### config.mk
export PLATFORM = sky130hd
export DESIGN_NAME = csr_unit
export DESIGN_NICKNAME = d
export VERILOG_FILES = /design/src/rtl/csr_pkg.sv /design/src/rtl/csr_counter64.sv /design/src/rtl/csr_unit.sv
export SDC_FILE = /design/constraint.sdc
export NUM_CORES = 1
export LEC_CHECK = 0
export ABC_AREA = 1
export BUFFER_PORTS_ARGS = -buffer_cell sky130_fd_sc_hd__buf_2
export CAP_MARGIN = 20
export CORE_MARGIN = 5
export CORE_UTILIZATION = 55
export CTS_CLUSTER_DIAMETER = 50
export DETAILED_ROUTE_END_ITERATION = 10
export GPL_TIMING_DRIVEN = 0
export PLACE_DENSITY_LB_ADDON = 0.15
export SYNTH_ARGS = -nofsm -noshare
export SYNTH_HDL_FRONTEND = slang
export SYNTH_SLANG_ARGS = --single-unit
### constraint.sdc
create_clock -name clk -period 9.6 [get_ports clk]
set_input_delay 2.88 -clock clk [delete_from_list [all_inputs] [get_ports clk]]
set_output_delay 2.88 -clock clk [all_outputs]
set_load 0.01 [all_outputs]
### src/rtl/csr_pkg.sv
// Shared constants and types for the machine-mode CSR unit.
package csr_pkg;

  // CSR addresses
  localparam logic [11:0] ADDR_MSTATUS   = 12'h300;
  localparam logic [11:0] ADDR_MIE       = 12'h304;
  localparam logic [11:0] ADDR_MTVEC     = 12'h305;
  localparam logic [11:0] ADDR_MEPC      = 12'h341;
  localparam logic [11:0] ADDR_MIP       = 12'h344;
  localparam logic [11:0] ADDR_MCYCLE    = 12'hB00;
  localparam logic [11:0] ADDR_MINSTRET  = 12'hB02;
  localparam logic [11:0] ADDR_MCYCLEH   = 12'hB80;
  localparam logic [11:0] ADDR_MINSTRETH = 12'hB82;

  // Write/set/clear mode encodings
  localparam logic [2:0] WSC_NONE = 3'd0;
  localparam logic [2:0] WSC_W    = 3'd1;
  localparam logic [2:0] WSC_S    = 3'd2;
  localparam logic [2:0] WSC_C    = 3'd3;

  // Bit positions inside mstatus / mie / mip
  localparam int unsigned MSTATUS_MIE  = 3;
  localparam int unsigned MSTATUS_MPIE = 7;
  localparam int unsigned MIE_MEIE     = 11;
  localparam int unsigned MIP_MEIP     = 11;

  // Counter half width
  localparam int unsigned CNT_HALF_W = 32;

  typedef enum logic [1:0] {
    ST_RUN   = 2'd0,
    ST_SLEEP = 2'd1,
    ST_TRAP  = 2'd2
  } state_t;

endpackage

### src/rtl/csr_counter64.sv
// 64-bit free-running counter with independently writable 32-bit halves.
module csr_counter64
  import csr_pkg::*;
(
  input  logic                  clk,
  input  logic                  rst,
  input  logic                  inc,
  input  logic                  wr_lo,
  input  logic                  wr_hi,
  input  logic [CNT_HALF_W-1:0] wdata,
  output logic [63:0]           q
);

  logic [63:0] q_inc;

  // Increment with carry across halves; wraps naturally at 2^64
  always_comb begin
    q_inc = q + 64'(inc);
  end

  // A write to one half overrides only that half's increment
  always_ff @(posedge clk or posedge rst) begin
    if (rst) begin
      q <= '0;
    end else begin
      q[31:0]  <= wr_lo ? wdata : q_inc[31:0];
      q[63:32] <= wr_hi ? wdata : q_inc[63:32];
    end
  end

endmodule

### src/rtl/csr_unit.sv
// Machine-mode CSR register file and trap/WFI sequencer for the execute stage.
module csr_unit
  import csr_pkg::*;
#(
  parameter int unsigned     XLEN      = 32,
  parameter logic [XLEN-1:0] MTVEC_RST = '0
) (
  input  logic            clk,
  input  logic            rst,
  input  logic            csr_en_sig,
  input  logic            csr_read,
  input  logic            csr_write,
  input  logic            csr_MRET,
  input  logic            csr_WFI,
  input  logic            csr_imm_mode,
  input  logic [2:0]      csr_WSC_mode,
  input  logic [11:0]     csr_addr,
  input  logic [XLEN-1:0] rs1_data,
  input  logic [4:0]      zimm,
  input  logic [XLEN-1:0] pc,
  input  logic            ext_irq,
  input  logic            retire,
  output logic [XLEN-1:0] csr_rdata,
  output logic            redirect,
  output logic [XLEN-1:0] redirect_pc,
  output logic            stall_wfi
);

  state_t state, state_d;

  logic            mstatus_mie, mstatus_mpie, mie_meie, meip_q;
  logic [XLEN-1:0] mtvec_q, mepc_q, wake_pc_q;
  logic [63:0]     mcycle_q, minstret_q;

  logic [XLEN-1:0] src, old_val, new_val, trap_epc;
  logic            irq_pending, irq_take, wr_en, wr_mode_ok;
  logic            trap_entry, mret_fire, sleep_entry, csr_live;

  // Interrupt qualification
  always_comb begin
    irq_pending = meip_q & mie_meie;
    irq_take    = (state == ST_RUN) & mstatus_mie & irq_pending;
  end

  // Old-value read mux; unimplemented addresses read 0
  always_comb begin
    old_val = '0;
    case (csr_addr)
      ADDR_MSTATUS: begin
        old_val[12:11]        = 2'b11;
        old_val[MSTATUS_MPIE] = mstatus_mpie;
        old_val[MSTATUS_MIE]  = mstatus_mie;
      end
      ADDR_MIE:       old_val[MIE_MEIE] = mie_meie;
      ADDR_MTVEC:     old_val = mtvec_q;
      ADDR_MEPC:      old_val = mepc_q;
      ADDR_MIP:       old_val[MIP_MEIP] = meip_q;
      ADDR_MCYCLE:    old_val = XLEN'(mcycle_q[31:0]);
      ADDR_MCYCLEH:   old_val = XLEN'(mcycle_q[63:32]);
      ADDR_MINSTRET:  old_val = XLEN'(minstret_q[31:0]);
      ADDR_MINSTRETH: old_val = XLEN'(minstret_q[63:32]);
      default:        old_val = '0;
    endcase
    csr_rdata = csr_read ? old_val : '0;
  end

  // Write/set/clear data and write qualification
  always_comb begin
    src        = csr_imm_mode ? XLEN'(zimm) : rs1_data;
    new_val    = old_val;
    wr_mode_ok = 1'b0;
    case (csr_WSC_mode)
      WSC_W: begin new_val = src;            wr_mode_ok = 1'b1;         end
      WSC_S: begin new_val = old_val | src;  wr_mode_ok = (src != '0);  end
      WSC_C: begin new_val = old_val & ~src; wr_mode_ok = (src != '0);  end
      default: begin new_val = old_val;      wr_mode_ok = 1'b0;         end
    endcase
    wr_en = csr_en_sig & csr_write & wr_mode_ok & csr_live;
  end

  // FSM state register
  always_ff @(posedge clk or posedge rst) begin
    if (rst) state <= ST_RUN;
    else     state <= state_d;
  end

  // FSM next-state logic
  always_comb begin
    state_d = state;
    case (state)
      ST_RUN: begin
        if (irq_take)                                    state_d = ST_TRAP;
        else if (csr_en_sig & csr_MRET)                  state_d = ST_RUN;
        else if (csr_en_sig & csr_WFI & ~irq_pending)    state_d = ST_SLEEP;
      end
      ST_SLEEP: begin
        if (irq_pending) state_d = mstatus_mie ? ST_TRAP : ST_RUN;
      end
      ST_TRAP: state_d = ST_RUN;
      default: state_d = ST_RUN;
    endcase
  end

  // FSM outputs and sequencing strobes
  always_comb begin
    redirect    = 1'b0;
    redirect_pc = '0;
    stall_wfi   = 1'b0;
    trap_entry  = 1'b0;
    trap_epc    = '0;
    mret_fire   = 1'b0;
    sleep_entry = 1'b0;
    csr_live    = 1'b0;
    case (state)
      ST_RUN: begin
        csr_live = ~irq_take;
        if (irq_take) begin
          trap_entry = 1'b1;
          trap_epc   = pc;
        end else if (csr_en_sig & csr_MRET) begin
          redirect    = 1'b1;
          redirect_pc = mepc_q;
          mret_fire   = 1'b1;
        end else if (csr_en_sig & csr_WFI & ~irq_pending) begin
          sleep_entry = 1'b1;
        end
      end
      ST_SLEEP: begin
        stall_wfi = 1'b1;
        if (irq_pending & mstatus_mie) begin
          trap_entry = 1'b1;
          trap_epc   = wake_pc_q;
        end else if (irq_pending) begin
          redirect    = 1'b1;
          redirect_pc = wake_pc_q;
        end
      end
      ST_TRAP: begin
        redirect    = 1'b1;
        redirect_pc = mtvec_q;
      end
      default: begin
        redirect = 1'b0;
      end
    endcase
  end

  // CSR state: software writes, then trap entry / MRET updates take precedence
  always_ff @(posedge clk or posedge rst) begin
    if (rst) begin
      mstatus_mie  <= 1'b0;
      mstatus_mpie <= 1'b0;
      mie_meie     <= 1'b0;
      meip_q       <= 1'b0;
      mtvec_q      <= {MTVEC_RST[XLEN-1:2], 2'b00};
      mepc_q       <= '0;
      wake_pc_q    <= '0;
    end else begin
      meip_q <= ext_irq;
      if (sleep_entry) wake_pc_q <= pc + XLEN'(4);
      if (wr_en) begin
        case (csr_addr)
          ADDR_MSTATUS: begin
            mstatus_mie  <= new_val[MSTATUS_MIE];
            mstatus_mpie <= new_val[MSTATUS_MPIE];
          end
          ADDR_MIE:   mie_meie <= new_val[MIE_MEIE];
          ADDR_MTVEC: mtvec_q  <= {new_val[XLEN-1:2], 2'b00};
          ADDR_MEPC:  mepc_q   <= {new_val[XLEN-1:2], 2'b00};
          default: ;
        endcase
      end
      if (trap_entry) begin
        mepc_q       <= {trap_epc[XLEN-1:2], 2'b00};
        mstatus_mpie <= mstatus_mie;
        mstatus_mie  <= 1'b0;
      end else if (mret_fire) begin
        mstatus_mie  <= mstatus_mpie;
        mstatus_mpie <= 1'b1;
      end
    end
  end

  // Cycle and retired-instruction counters
  csr_counter64 u_mcycle (
    .clk   (clk),
    .rst   (rst),
    .inc   (1'b1),
    .wr_lo (wr_en & (csr_addr == ADDR_MCYCLE)),
    .wr_hi (wr_en & (csr_addr == ADDR_MCYCLEH)),
    .wdata (new_val[CNT_HALF_W-1:0]),
    .q     (mcycle_q)
  );

  csr_counter64 u_minstret (
    .clk   (clk),
    .rst   (rst),
    .inc   (retire),
    .wr_lo (wr_en & (csr_addr == ADDR_MINSTRET)),
    .wr_hi (wr_en & (csr_addr == ADDR_MINSTRETH)),
    .wdata (new_val[CNT_HALF_W-1:0]),
    .q     (minstret_q)
  );

endmodule
Word-level counts from Yosys, hierarchy flattened
Cells that the tools add are included.
W data, S select, Z words.
Operators by class
  $add $sub $neg: 3
  multiplexer cells: 56
  equality and inequality tests: 16
  reductions and logical operators: 12
  bitwise operators: 19
Operator list (count)
  $mux W32: 15
  $pmux W32 S3: 2
  $pmux W19 S6: 1
  $add A64 B1 Y64: 1
  $add A64 B1 Y64 const B: 1
  $pmux W32 S2: 1
  $eq A12 B10 Y1 const B: 5
  $pmux W3 S6: 3
  $eq A12 B12 Y1 const B: 4
  $add A32 B3 Y32 const B: 1
  $and A32 B32 Y32: 1
  $not A32 Y32: 1
  $or A32 B32 Y32: 1
  $reduce_bool A32 Y1: 1
  $mux W1: 21
  $pmux W1 S7: 3
  $and A1 B1 Y1: 14
  $mux W2: 5
  $reduce_and A2 Y1: 5
  $pmux W1 S9: 1
  $eq A3 B2 Y1 const B: 2
  $reduce_bool A3 Y1: 2
  $ne A4 B2 Y1 const B: 1
  $pmux W1 S2: 2
  10 further kinds: 12
Storage, ports and cells
  flip-flop bits (word level): 228
  word-level logic and storage cells: 116

Depth between registers and ports, before layout
  word-level depth: 9
  gate-level depth with buffers: 14

Cells and area by module
A second synthesis with hierarchy kept.
Second synthesis, totals
  cell total of the unflattened synthesis: 2886
  area total of the unflattened synthesis: 17769.5 µm²
Modules (own cells, without submodules)
  csr_unit: cells an instance 1560, instances 1, area an instance 9043.7 µm²
  csr_counter64: cells an instance 663, instances 2, area an instance 4362.9 µm²

Worst setup path before layout
OpenSTA, ideal clock, no wires.
  path type: input to output
  start point: input csr_addr[3]
  end point: output csr_rdata[16]
  stages: 9
  arrival time: 4249 ps
  data required time: 6720 ps
  buffers on the path: 2
  path slack: 2471 ps
  cells stage by stage: inv_1 nand2_1 nor2_1 nand2_1 buf_2 clkbuf_1 o21ai_0 nor4_1 nor2_1
Between the ends
  cells in the longest elaborated chain, start to end: 3
RTL lines
  from (decl): RTL line csr_unit.sv:17  | input logic [11:0] csr_addr,
  $eq A12 B12 Y1 or $eq A12 B10 Y1 (tied branches): RTL line csr_unit.sv:48  | case (csr_addr)
  $pmux W19 S6 (*): RTL line csr_unit.sv:48
  $mux W32 (*): RTL line csr_unit.sv:64  | csr_rdata = csr_read ? old_val : '0;
  to (decl): RTL line csr_unit.sv:23  | output logic [XLEN-1:0] csr_rdata,
Every way passes the cells marked *; elsewhere a longest branch is shown, timed or not.

Worst setup path after layout
  start point: input csr_addr[5]
  end point: output csr_rdata[1]
Between the ends
  cells in the longest elaborated chain, start to end: 3
RTL lines (RTL line)
  $eq A12 B12 Y1 or $eq A12 B10 Y1 (tied branches): csr_unit.sv:48
  $pmux W3 S6 (*): csr_unit.sv:48
  $mux W32 (*): csr_unit.sv:64
Marks and branches as above.

==> impl_metrics.tcl <==
set metrics [dict create \
    start_util_pct 55.8 \
    yosys-top-cells-area "dfrtp_1 33%, nand2_1 20%, nor2_1 7.8%" \
    startpoint "csr_addr[5]" \
    place_hpwl_um 66400 \
    worstSkewPairLatency_ns 0.59 \
    grt_max_degree 119 \
    worstMarginPinSlew_ns 0.999 \
    cts_sinks 226 \
    worst-endpoint-arrival_ns 5.92 \
    path_max_fanout 10 \
    grt_pass1_wl_um 124000 \
    cts_resized 0 \
    n_antenna_cell 0 \
    h-tree-depth 1 \
    post_drt_wl_per_cell_um 25.5 \
    first_global_vias 19900 \
    synth_nets 2840 \
    final_util_pct 63.7 \
    netlist.area_leader.share_pct 33.0 \
    vias 21200 \
    drtPass1Iterations 11 \
    die_h_um 186 \
    hold_viol 0 \
    netlist_area_um2 17100 \
    rsz0062_at_grt "no" \
    status "finished, violations left" \
    synth.avg_cell_area_um2 6.25 \
    die_w_um 186 \
    failed_checks "design-rule violations" \
    floorplan.rows 64 \
    hold_ws_ns 0.512 \
    final.min_clock_period_ns 8.80 \
    clockBufferDepth 3 \
    hold_class "register to register" \
    yosys-top-cells-count "907 x nand2_1, 358 x nor2_1, 294 x inv_1, 226 x dfrtp_1, 191 x o21ai_0" \
    wl_um 85400 \
    cts.clk_slew.worst_paths_ns 0.06 \
    timing.rr.start "mie_meie" \
    nFillCells 2921 \
    synth-async-reset-ratio_pct 100 \
    numCtsBuffers 31 \
    slew_violations 0 \
    worst_ir_drop_vdd_v 0.000149 \
    synth_top_flop_cell "dfrtp_1" \
    synth_cells 2742 \
    fin_total_pwr_uw 2460 \
    io-pin-count 160 \
    dieArea_um2 34800 \
    end_kind "primary output" \
    antenna_found_initial 2 \
    power_leakage_uw 0.00958 \
    ys_types 37 \
    drive_gt1_share_pct 9.94 \
    cap_violations 0 \
    slew-limit-headroom_pct 32.9 \
    fin_nets 3033 \
    reg2reg_slack_ns 6.63 \
    hold_start "wake_pc_q[29]" \
    pwr_density_cell_nw_per_um2 126 \
    setup_viol 0 \
    skew_ns 0.0145 \
    drc 2 \
    ctsHoldBuffers 0 \
    portBuffers 159 \
    cts_tree "done" \
    ant_nets 0 \
    seq_area_frac_synth_pct 33.0 \
    drtIter0Drc 3949 \
    layout_worst_path_cycle_share_pct 91.7 \
    synth_seq_cells 226 \
    syn_to_final_growth_pct 14.1 \
    post_cts_buffers 0 \
    crit_required_ns 6.72 \
    synth_edf_count 0 \
    yosys_warnings 0 \
    crit_type "input port to primary output" \
    coreArea_um2 30700 \
    grt_overflow 0 \
    max_freq_mhz 114 \
    via_per_inst 6.33 \
    yosys.area.top_type "dfrtp_1" \
    gr-usage-all-layers_pct 46.6 \
    yosysMostFrequentCell "nand2_1" \
    place_congestion 1.18 \
    cts-root-buf "clkbuf_16" \
    start_kind "input port" \
]
## power breakdown
group	switching, uW	internal, uW	total [uW]
Clock	481	763	1240
Combinational	151	58.0	209
Sequential	31.0	972	1000
## per-layer routing
metal / wire (um) / track usage [%] / part of all wire (%)
met5: 13 / 0 / 0.015
met4: 8370 / 34.7 / 9.8
met3: 12800 / 14.4 / 15
met2: 35200 / 68.6 / 41
met1: 29100 / 57.4 / 34
## placed cells by master (no fill, tap or decap), drive strengths merged
cell,count
nand4,47
a32oi,16
a21oi,34
clkinvlp,2
and3,1
xnor2,24
xor2,97
inv,306
nor3,86
nor4,28
nand2,910
and2,1
or2,3
a31oi,4
nor2,373
o21ai,259
nand3,178
nor2b,1
o22ai,12
bufinv,6
a221oi,2
a22oi,27
nor3b,4
dfrtp,226
nand3b,8
o221ai,4
clkbuf,75
clkinv,11
buf,208
ha,4
## sequential cells by signal (all words and copies together), names as in the netlist, 2 cells and up
name,count
wake_pc_q,32
mtvec_q,30
u_mcycle.q,64
u_minstret.q,64
mepc_q,30
state,2
## final timing paths
check                                 end  depth (start not counted)
max reg2reg                 wake_pc_q[11]                          9
min in group asynchronous     mstatus_mie                          2
min reg2reg                 wake_pc_q[29]                          2
min                         wake_pc_q[29]                          2
max in group asynchronous  u_mcycle.q[12]                          3
max                          csr_rdata[1]                         11
## worst max-delay path, cell delays in order
cell and delay, ns:
buf_2 0.10, nor2_1 0.18, nand2_1 0.25, nor2_2 0.37, nand2_1 0.16, clkbuf_1 0.32, clkbuf_1 0.39, o22ai_1 0.71
a221oi_1 0.11, nor2_1 0.24, buf_2 0.18
## per-stage QoR
step | setup TNS, ns | setup WS, ns | cell area [um2] | cells
4_1_cts | 0 | 1.42 | 19500 | 3353
2_1_floorplan | 0 | 0.529 | 17100 | 2742
3_3_place_gp | -498.96 | -2.24 | 18400 | 3297
6_report | 0 | 0.799 | 19500 | 3353
5_1_grt | 0 | 0.881 | 19500 | 3353
3_5_place_dp | 0 | 1.43 | 18500 | 3298
## final cells by class
type                    instances  area [um2]  area share (%)
multi-input cells            2123        9910            50.7
well taps                     396         495            2.54
inverters                     306        1160            5.92
repair buffers                160         823            4.21
flip-flops and latches        226        5660            28.9
clock buffers                  36         805            4.12
clock inverters                19         283            1.45
plain buffers                  87         409            2.09
## logic make-up after synthesis
group / synth area share, %
AOI/OAI and AO/OA: 11.5
buffers and inverters: 9.10
and+or+nand+nor: 39.9
xor gates and xnor gates: 6.19
adders and majority gates: 0.292
DFF: 33.0
Note: power is estimated with default switching activity, not from simulation.
